--- src/rtl/lottery_arbiter_n.sv ---
// lottery_arbiter_n: ticket-weighted lottery arbiter for NUM_REQ AHB masters.
// A free-running 16-bit LFSR picks a winner among the requesting masters,
// weighted by their programmable ticket counts. The grant is held until the
// owner drops its request, then one idle handover cycle follows.
// Optional feature macro: STARVE_GUARD_EN. When defined, every requestor has a
// saturating lost-draw counter. Once any requesting counter reaches
// STARVE_LIMIT, the lowest-index starved requester wins that draw.
module lottery_arbiter_n #(
    parameter int          NUM_REQ      = 4,
    parameter int          TKT_W        = 4,
    parameter logic [15:0] SEED         = 16'hACE1,
    parameter int          STARVE_LIMIT = 8
) (
    input  logic                       clk,
    input  logic                       reset,
    input  logic                       enable,
    input  logic [NUM_REQ-1:0]         req,
    input  logic                       tkt_wr,
    input  logic [$clog2(NUM_REQ)-1:0] tkt_sel,
    input  logic [TKT_W-1:0]           tkt_data,
    output logic [NUM_REQ-1:0]         grant,
    output logic                       grant_valid,
    output logic [$clog2(NUM_REQ)-1:0] grant_id
);

    localparam int IDX_W  = $clog2(NUM_REQ);
    localparam int TOT_W  = TKT_W + IDX_W;
    localparam int PROD_W = TOT_W + 16;

    // Reject parameter sets the arbiter cannot support. An all-zero seed would lock the LFSR.
    if (NUM_REQ < 2 || NUM_REQ > 16 || SEED == 16'h0000 || STARVE_LIMIT < 1) begin : g_bad_params
        $error("lottery_arbiter_n: unsupported parameter set");
    end

    typedef enum logic [1:0] {
        IDLE,
        OWN,
        GAP
    } state_t;

    state_t              state;
    logic [15:0]         lfsr;
    logic [TKT_W-1:0]    tkt [NUM_REQ];

    logic [NUM_REQ-1:0]  elig;
    logic [TOT_W-1:0]    total;
    logic [TOT_W-1:0]    acc;
    logic [TOT_W-1:0]    draw_w;
    logic [PROD_W-1:0]   prod;
    logic [IDX_W-1:0]    lottery_idx;
    logic [IDX_W-1:0]    win_idx;
    logic                found;
    logic                draw_fire;

`ifdef STARVE_GUARD_EN
    localparam int             SC_W   = $clog2(STARVE_LIMIT + 1);
    localparam logic [SC_W-1:0] SC_MAX = SC_W'(STARVE_LIMIT);

    logic [SC_W-1:0] starve_cnt [NUM_REQ];
`endif

    // Free-running Fibonacci LFSR, x^16 + x^14 + x^13 + x^11 + 1, reloaded with SEED on reset.
    // NOTE: sequential state is always updated with non-blocking assignments so every flop samples pre-edge values.
    always_ff @(posedge clk) begin
        if (reset) begin
            lfsr <= SEED;
        end else begin
            lfsr <= {lfsr[14:0], lfsr[15] ^ lfsr[13] ^ lfsr[12] ^ lfsr[10]};
        end
    end

    // Ticket register file: software writes land at the edge, out-of-range indices are dropped.
    // NOTE: this file is a few flops rather than a RAM, so every entry is reset to a known ticket count of 1.
    always_ff @(posedge clk) begin
        if (reset) begin
            for (int i = 0; i < NUM_REQ; i++) begin
                tkt[i] <= TKT_W'(1);
            end
        end else if (tkt_wr && (int'(tkt_sel) < NUM_REQ)) begin
            tkt[tkt_sel] <= tkt_data;
        end
    end

    // Lottery draw: total the eligible tickets, scale the LFSR into [0, total), walk the prefix sums.
    // NOTE: every output gets a default first so no path leaves a value unassigned (no latches); blocking
    //       assignments are intended here because the prefix sum is accumulated in loop order.
    always_comb begin
        elig        = '0;
        total       = '0;
        acc         = '0;
        prod        = '0;
        draw_w      = '0;
        lottery_idx = '0;
        found       = 1'b0;
        for (int i = 0; i < NUM_REQ; i++) begin
            elig[i] = req[i] && (tkt[i] != '0);
            if (elig[i]) begin
                total = total + TOT_W'(tkt[i]);
            end
        end
        prod   = PROD_W'(lfsr) * PROD_W'(total);
        draw_w = TOT_W'(prod >> 16);
        if (total == '0) begin
            // Every requester holds zero tickets: fall back to the lowest-index requester.
            for (int i = 0; i < NUM_REQ; i++) begin
                if (!found && req[i]) begin
                    found       = 1'b1;
                    lottery_idx = IDX_W'(i);
                end
            end
        end else begin
            for (int i = 0; i < NUM_REQ; i++) begin
                if (elig[i]) begin
                    acc = acc + TOT_W'(tkt[i]);
                    if (!found && (acc > draw_w)) begin
                        found       = 1'b1;
                        lottery_idx = IDX_W'(i);
                    end
                end
            end
        end
    end

    // A draw happens only from IDLE, with enable high and at least one request pending.
    assign draw_fire = (state == IDLE) && enable && (|req);

`ifdef STARVE_GUARD_EN
    // Starvation override: the lowest-index requesting master at the lost-draw limit wins outright.
    always_comb begin
        win_idx = lottery_idx;
        for (int i = NUM_REQ - 1; i >= 0; i--) begin
            if (req[i] && (starve_cnt[i] >= SC_MAX)) begin
                win_idx = IDX_W'(i);
            end
        end
    end

    // Lost-draw counters: bump on a lost draw while requesting, clear on a win or when not requesting.
    always_ff @(posedge clk) begin
        if (reset) begin
            for (int i = 0; i < NUM_REQ; i++) begin
                starve_cnt[i] <= '0;
            end
        end else if (draw_fire) begin
            for (int i = 0; i < NUM_REQ; i++) begin
                if ((IDX_W'(i) == win_idx) || !req[i]) begin
                    starve_cnt[i] <= '0;
                end else if (starve_cnt[i] != SC_MAX) begin
                    starve_cnt[i] <= starve_cnt[i] + SC_W'(1);
                end
            end
        end
    end
`else
    // Pure lottery: the draw result is the winner.
    always_comb begin
        win_idx = lottery_idx;
    end
`endif

    // Grant FSM: IDLE draws, OWN holds until the owner releases, GAP idles the bus for one cycle.
    always_ff @(posedge clk) begin
        if (reset) begin
            state       <= IDLE;
            grant       <= '0;
            grant_valid <= 1'b0;
            grant_id    <= '0;
        end else begin
            case (state)
                IDLE: begin
                    if (draw_fire) begin
                        grant       <= NUM_REQ'(1) << win_idx;
                        grant_valid <= 1'b1;
                        grant_id    <= win_idx;
                        state       <= OWN;
                    end
                end
                OWN: begin
                    if (!req[grant_id]) begin
                        grant       <= '0;
                        grant_valid <= 1'b0;
                        grant_id    <= '0;
                        state       <= GAP;
                    end
                end
                GAP: begin
                    state <= IDLE;
                end
                default: begin
                    grant       <= '0;
                    grant_valid <= 1'b0;
                    grant_id    <= '0;
                    state       <= IDLE;
                end
            endcase
        end
    end

endmodule

--- config.mk ---
export PLATFORM = sky130hd
export DESIGN_NAME = lottery_arbiter_n
export DESIGN_NICKNAME = d
export VERILOG_FILES = /design/src/rtl/lottery_arbiter_n.sv
export SDC_FILE = /design/constraint.sdc
export NUM_CORES = 1
export LEC_CHECK = 0
export ABC_CLOCK_PERIOD_IN_PS = 12400
export BUFFER_PORTS_ARGS = -buffer_cell sky130_fd_sc_hd__buf_4
export CORE_MARGIN = 1.5
export CORE_UTILIZATION = 25
export DETAILED_ROUTE_END_ITERATION = 8
export GPL_TIMING_DRIVEN = 0
export PLACE_DENSITY = 0.37
export SLEW_MARGIN = 20
export SYNTH_ARGS = -nofsm -noshare
export SYNTH_HDL_FRONTEND = slang
export SYNTH_SLANG_ARGS = --single-unit
--- constraint.sdc ---
create_clock -name clk -period 12.4 [get_ports clk]
set_clock_uncertainty 0.1 [all_clocks]
set_input_delay 3.72 -clock clk [delete_from_list [all_inputs] [get_ports clk]]
set_output_delay 3.72 -clock clk [all_outputs]
set_load 0.02 [all_outputs]
======== After elaboration in Yosys (flattened, before gate mapping) ========
Memory sizes are Yosys's and may differ from the RTL's.
Index checks and enable logic that the tools add are counted.
word-level totals
  bits in registers ....................... 25
  bits in latches ......................... 0
  RAM bits ................................ 16
  ROM bits ................................ 0
  input port bits ......................... 14
  output and inout port bits .............. 7
  logic and storage cells ................. 111
  memories kept ........................... 1
memories
  name  depth  width  rd ports  clocked after Yosys merged registers in  wr ports  RTL line  source
  tkt   4      4      4         0                                        4         43        logic [TKT_W-1:0] tkt [NUM_REQ];
cells by class
  $add $sub $neg .......................... 6
  multiply operators ...................... 1
  div/mod/pow operators ................... 0
  magnitude comparators ................... 5
  equality and inequality tests ........... 4
  shift operators ......................... 1
  multiplexer cells ....................... 56
  bitwise gates (word level) .............. 4
  reductions and logical operators ........ 28
operators by type and width
  cell                                                                           number
  6-bit 2-to-1 mux                                                               8
  6-bit by 4-bit adder with 6-bit output                                         6
  1-bit 2-to-1 mux                                                               27
  2-bit 2-to-1 mux                                                               12
  16-bit by 6-bit multiplier with 22-bit output                                  1
  6-bit greater-than comparator                                                  3
  4-bit 2-to-1 mux                                                               4
  4-bit nonzero test                                                             4
  1-bit logical AND                                                              12
  4-bit case mux with 3 select lines                                             1
  4-bit OR reduction                                                             2
  4-bit by 6-bit greater-than comparator with 1-bit output                       1
  1-bit zero test                                                                6
  6-bit zero test                                                                1
  2-bit case mux with 3 select lines                                             1
  2-bit != test (second input constant)                                          2
  2-bit case mux with 2 select lines                                             1
  1-bit by 2-bit left shift with 4-bit output (first input constant)             1
  2-bit by 3-bit less-than comparator with 1-bit output (second input constant)  1
  1-bit case mux with 3 select lines                                             1
  3-bit AND reduction                                                            1
  1-bit XOR                                                                      3
  1-bit binary-select mux with 2-bit select                                      1
  2-bit by 1-bit == test with 1-bit output (second input constant)               1
  other kinds (4)                                                                4

======== Depth between registers and ports, before layout ========
Gate-level depths: netlist of run 1.
An unclocked memory read counts as a cell.
  word-level depth ........................ 33
  mapped depth ............................ 44
  mapped depth without buffers ............ 43

======== Worst setup path before layout of run 1 ========
OpenSTA, ideal clock, no wires.
  path type ............................... input port to flip-flop
  from .................................... input port req[0]
  to ...................................... register grant[1]
  setup time .............................. 0.070 ns
  arrival ................................. 12.595 ns
  required time ........................... 12.230 ns
  path slack .............................. -0.365 ns
  stages .................................. 43
  path through ............................ clkbuf_1 > nand2_1 > inv_1 > ha_1 > inv_1 > fa_1 > mux2_2 > fa_1 > mux2i_1 > ha_1 > a21o_1 > a21oi_1 > inv_1 > a21oi_1 > nor3_1 > xnor2_1 > clkbuf_1 > and2_1 > (+7 left out) > nor2b_1 > or4_1 > a21oi_2 > o21ai_0 > a21o_1 > a21oi_1 > nor2_1 > nor3b_1 > xnor2_1 > ha_1 > nor2_1 > o22ai_1 > and3_1 > nor4_1 > o2bb2ai_1 > a31o_1 > nand3b_1 > a21oi_1
between the ends
  word-level cells in the longest chain between the ends .. 31
  elaborated cells on any way between the ends .. 69
  classes of those cells .................. add/sub: 6; mul: 1; order compare: 4; eq/ne: 2; shift: 1; mux: 38; reduce/logical: 17
RTL lines
  what                                         RTL line  source
  start, declared                              17        input logic [NUM_REQ-1:0] req,
  1-bit logical AND                            96        elig[i] = req[i] && (tkt[i] != '0);
  4-bit 2-to-1 mux                             97, 113
  6-bit by 4-bit adder with 6-bit output       98        total = total + TOT_W'(tkt[i]);
  6-bit 2-to-1 mux                             97        if (elig[i]) begin
  6-bit by 4-bit adder with 6-bit output       98
  6-bit 2-to-1 mux                             97
  6-bit by 4-bit adder with 6-bit output       98
  6-bit 2-to-1 mux                             97
  (+15 left out)                               --
  1-bit zero test                              115       if (!found && (acc > draw_w)) begin
  1-bit logical AND                            115
  2-bit 2-to-1 mux                             115
  2-bit 2-to-1 mux                             113       if (elig[i]) begin
  2-bit 2-to-1 mux                             103       if (total == '0) begin
  1-bit by 2-bit left shift with 4-bit output  172       grant <= NUM_REQ'(1) << win_idx;
  4-bit 2-to-1 mux                             171       if (draw_fire) begin
  4-bit case mux with 3 select lines           169       case (state)
  end signal, assigned                         172
  end, declared                                21        output logic [NUM_REQ-1:0] grant,
Parallel ways exist; a longest one is shown, timed or not. The select of a mux whose other input is x is not followed.
A chain may end at the register's enable or synchronous reset.

======== Worst setup path in the final report of run 1 ========
Ends and elaborated chain as after synthesis.

==> out/metrics.cfg, run 1 <==
[sta]
drv_slew = 0
finalCriticalPeriod_ps = 12240
min_period_over_period = 0.9872
rsz0062_at_grt = true
maxSlewHeadroom = 0.3647
setup-violations-final = 0
finalHoldViolCount = 0
worst_slew_pin_slew_ps = 953.0
final.setup.worst_slack_ps = 158.7
max_freq_ghz = 0.08169

[logic_synthesis]
synthAdderAreaFrac = 0.3196
yosys.area_share.simple = 0.2287
synthCells = 651
ys_warn_count = 0
synth_xor_area_frac = 0.04079
synth_top_family_by_area = adder cells
netlist_area_um2 = 5798
synthMuxAreaShare = 0.02287
syn_nets = 776
synth_top_flop_cell = dfxtp_1
synth_edf_count = 16
ys_seq_area_frac = 0.1692
syn_area_per_cell_um2 = 8.906
synth-compound-area-share = 0.1532
ys_ff_latch = 41
async_flop_share = 0
synth_cell_types = 76

[setup_path]
crit_slowest_cell = fa_2
max_stage_delay_ps = 590
critPathCapture = grant[1]
crit_path_start = req[0]
crit_family = adder cells
crit_top_cell = a21oi_2
path_depth = 43
reg2reg_from = tkt[0][0]
r2r_setup_slack_ps = 3110
arrival_ps = 12380
crit_type = primary input to flip-flop
path_buf_inv = 10
cp.required_ps = 12540
crit_path_end_kind = flip-flop
reg2reg_depth = 42
start_kind = primary input
cp_max_fo = 7
r2r-end = grant[1]

[clocking]
hold_buffers = 0
cts_buffer_depth = 2
path_clk_slew_ps = 70
cts_tree = built
clockRootBuffer = clkbuf_16
clock_sinks = 41
cts_max_level = 2
clk_latency_ps = 300
cts_buffers = 5

[placed_design]
dp_hpwl_um = 13280
placed_area_um2 = 6337
gp_congestion = 0.8280
port_buffers = 19
preCtsSetupSlack_ps = -2018

[worst_hold_path]
hold_path.class = flip-flop to flip-flop

[routing]
dr.first_iter.drc_count = 233
wl_um = 16950
wl_per_cell_um = 16.86
firstDrtPassIters = 4
antenna_left = 0
drc = 0
vias = 4821
vias_per_cell = 4.797

[floorplan]
start_util = 0.2553
die_width_um = 155.3
rows = 55
die_area_um2 = 24120
num_io_pins = 21
coreArea_um2 = 22710
die_y_um = 155.3

[global_route]
grt_pass1_wl_um = 27610
grt_start_max_net_pins = 16
grt_use_total = 0.1475
grt_pass1_vias = 5111
overflow = 0
antenna_found_initial = 1

[layout]
nNetsFinal = 844
areaGrowthSynthToFinish_pct = 28.98
nFillCells = 2389
diodes = 0
final_area_um2 = 7478
layout-drive-gt1-share = 0.2833
fin_util = 0.3293

[flow_run]
max_cap_viol_count = 0

[outcome]
status = finished clean

-- routing by layer --
metal	up-vias	track usage	share of wire
met5	-	0	0
met4	0	0.02812	0.0073
met3	6	0.01337	0.024
met2	55	0.2460	0.47
met1	2423	0.2089	0.50
li1	2337	-	-
-- worst min-delay path by stage --
stage | to | slack, ps | cells after the start | startpoint
after floorplan | state[1] | 360 | 1 | state[1]
after global placement | grant[1] | 350 | 2 | grant[1]
after detailed placement | grant[1] | 360 | 2 | grant[1]
after CTS | grant[1] | 370 | 2 | grant[1]
after global routing | grant[1] | 400 | 2 | grant[1]
final | grant[1] | 380 | 2 | grant[1]
-- cells by family after synthesis --
family	Yosys count
flops	41
buf+inv	99
mux	11
xor+xnor	27
simple gates	245
compound gates	115
fa+ha+maj	113
-- flip-flops by register name (all words and copies together) (netlist names) --
name	flops
grant_id	2
lfsr	16
state	2
tkt	16
grant_valid	1
grant	4
-- layout by cell type, fill, tap and decap left out, types with 15 or more instances in the layout --
master,instances
ha_1,32
edfxtp_1,16
inv_1,80
nor2_1,20
fa_1,54
ha_4,17
buf_4,59
dfxtp_1,25
and2_1,65
a21oi_1,17
nand2_1,62
a21oi_2,15
-- cell type report --
cell class | instances | area, µm² | share of cell area
plain buffers | 14 | 116.4 | 0.01556
clock buffers | 5 | 125.1 | 0.01673
clock inverters | 3 | 23.77 | 0.003179
inverters | 85 | 321.6 | 0.04300
multi-input cells | 511 | 5076 | 0.6788
flip-flops and latches | 41 | 980.9 | 0.1312
well taps | 285 | 356.6 | 0.04768
repair buffers | 61 | 478.0 | 0.06391
-- Yosys cell counts (all sizes together), types with 8 or more instances --
| master | number | area [µm²] |
|---|---|---|
| a21oi | 33 | 168.9 |
| fa | 59 | 1181 |
| nand2 | 68 | 262.8 |
| ha | 52 | 650.6 |
| and2 | 69 | 434.2 |
| nor2 | 23 | 86.33 |
| dfxtp | 25 | 500.5 |
| inv | 85 | 319.1 |
| o21ai | 15 | 75.07 |
| nor2b | 13 | 81.33 |
| mux2 | 8 | 90.09 |
| clkbuf | 12 | 45.04 |
| edfxtp | 16 | 480.5 |
| nor3 | 9 | 50.05 |
| nand3 | 11 | 55.05 |
| or2 | 11 | 68.82 |
| nand2b | 10 | 62.56 |
| xnor2 | 21 | 183.9 |
-- through the flow --
| step | instances | TNS [ps] | hold WS (ps) |
|---|---|---|---|
| 2_1_floorplan | 651 | 0 | 360.1 |
| 3_3_place_gp | 955 | -11620 | 346.3 |
| 3_5_place_dp | 955 | -11700 | 355.1 |
| 4_1_cts | 986 | 0 | 367.8 |
| 5_1_grt | 1005 | -1008 | 403.3 |
| 6_report | 1005 | 0 | 384.2 |
-- worst register-to-register path: cells and delay by family (launching register included) --
family,cells,cell delay (ps)
adders and majority gates,9,3370
and+or+nand+nor,7,990
AOI/OAI and AO/OA,13,2490
muxes,2,380
DFF,1,510
buffers and inverters,9,870
xor gates and xnor gates,2,490
-- what timing repair did --
action,in CTS,in global routing
setup endpoints to repair,6,6
buffers inserted,23,19
pin swaps,28,71
gates resized for setup,70,65
Power of run 1 is left out: the tool's default activity adds up to more than one toggle a clock period on the data nets, which glitch-free logic cannot reach.
==> run 2: changes to the inputs <==
ABC_CLOCK_PERIOD_IN_PS = 13450   (was 12400)
PLACE_DENSITY = 0.36   (was 0.37)
clock period = 13.45 ns   (was 12.4 ns; I/O delays follow)
==> out/metrics.cfg, run 2 (synthesis gave the netlist of run 1 again) <==
[outcome]
status = finished clean

[routing]
drc = 0
wl_per_cell_um = 17.03
firstDrtPassIters = 4
vias = 4643
antenna_left = 0
wl_um = 16570
dr.first_iter.drc_count = 203
vias_per_cell = 4.772

[floorplan]
coreArea_um2 = 22710
start_util = 0.2553
num_io_pins = 21
die_y_um = 155.3
die_area_um2 = 24120
rows = 55
die_width_um = 155.3

[placed_design]
preCtsSetupSlack_ps = -2056
dp_hpwl_um = 13240
dpl.cell_count = 955
gp_congestion = 0.7889
port_buffers = 19

[sta]
min_period_over_period = 0.9675
setup-violations-final = 0
rsz0062_at_grt = true
setup_tns_ps = 0
final.setup.worst_slack_ps = 437.6
finalHoldViolCount = 0
finalCriticalPeriod_ps = 13010
max_freq_ghz = 0.07685
drv_slew = 0
worst_slew_pin_slew_ps = 931.1
maxSlewHeadroom = 0.3792

[clocking]
clock_sinks = 41
clk_latency_ps = 310
hold_buffers = 0
cts_buffers = 5
cts_max_level = 2
cts_buffer_depth = 2
path_clk_slew_ps = 70
clockRootBuffer = clkbuf_16
cts_tree = built

[layout]
regArea_um2 = 980.9
final_common_cell = inv_1
final_cell_mix = inv_1 (85), and2_1 (68), nand2_1 (64)
multi_input_area_um2 = 4666
nNetsFinal = 812
reg_top3 = lfsr: 16 flops, tkt: 16 flops, grant: 4 flops
diodes = 0
layout-drive-gt1-share = 0.1701
areaGrowthSynthToFinish_pct = 17.00
nFillCells = 2441
fin_util = 0.2987
final_cells = 973

[global_route]
grt_start_max_net_pins = 17
antenna_found_initial = 0
grt_use_total = 0.1430
grt_pass1_wl_um = 26740
grt_pass1_vias = 4895
overflow = 0

[setup_path]
start_kind = primary input
max_stage_delay_ps = 560
crit_slowest_cell = fa_1
cp_max_fo = 10
crit_type = primary input to flip-flop
r2r-end = grant[2]
r2r_setup_slack_ps = 3780
crit_path_start = req[0]
crit_path_end_kind = flip-flop
arrival_ps = 13160
crit_top_cell = inv_1
cp.required_ps = 13600
reg2reg_from = tkt[0][1]
reg2reg_depth = 39

[worst_hold_path]
hp-start = grant[1]
hold_path.class = flip-flop to flip-flop
holdPathStages = 2
holdPathEnd = grant[1]

[flow_run]
max_cap_viol_count = 0

-- run 2: cell types whose count changed in the layout (fill, tap and decap cells not counted), moves of 4 or more --
cell     delta
a21oi_1    +10
a21oi_2     -9
buf_4      -30
ha_1       +18
ha_4       -16
inv_1       +5
inv_2       -4
-- run 2: how the worst max path moves through the flow --
| stage | endpoint | slack (ps) | depth (start not counted) |
|---|---|---|---|
| global route | grant[2] | -20 | 42 |
| floorplan | grant[1] | 370 | 43 |
| global placement | grant[1] | -1970 | 40 |
| CTS | grant[1] | 3 | 42 |
| finish | grant[2] | 440 | 42 |
| detailed placement | grant[1] | -2060 | 40 |
-- run 2: stage by stage --
step	area, µm²	hold WS (ps)
after detailed placement	6297	359.4
after CTS	6585	376.0
after global routing	6784	400.8
final	6784	369.7
after floorplan	5798	360.1
after global placement	6297	346.7
-- run 2: timing repair --
| action | 4_1_cts | 5_1_grt |
|---|---|---|
| endpoints found under the setup margin | 6 | 6 |
| pin swaps | 6 | 13 |
| buffers inserted | 4 | 6 |
| gates cloned | 0 | 0 |
| endpoints found under the hold margin | 0 | 0 |
| resized for setup | 26 | 40 |
-- run 2: routing by layer --
layer  GRT usage  routed length, µm
met5           0                  0
met4     0.03084                144
met3     0.02256                501
met2      0.2261               7424
met1      0.2050               8501
-- run 2: layout make-up --
class,count,area share
multi-input combinational,511,0.6878
sequential,41,0.1446
tap,285,0.05256
inverter,85,0.04703
timing repair buffer,29,0.03209
clock buffer,5,0.01844
buffer,14,0.01365
clock inverter,3,0.003873
-- run 2: critical path, delay by kind of cell --
kind	cells	cell delay, ps
mux	2	600
fa+ha+maj	9	3610
simple gates	10	1900
xor+xnor	3	480
buf+inv	8	830
compound gates	10	1700
Power of run 2 is left out for the same reason.
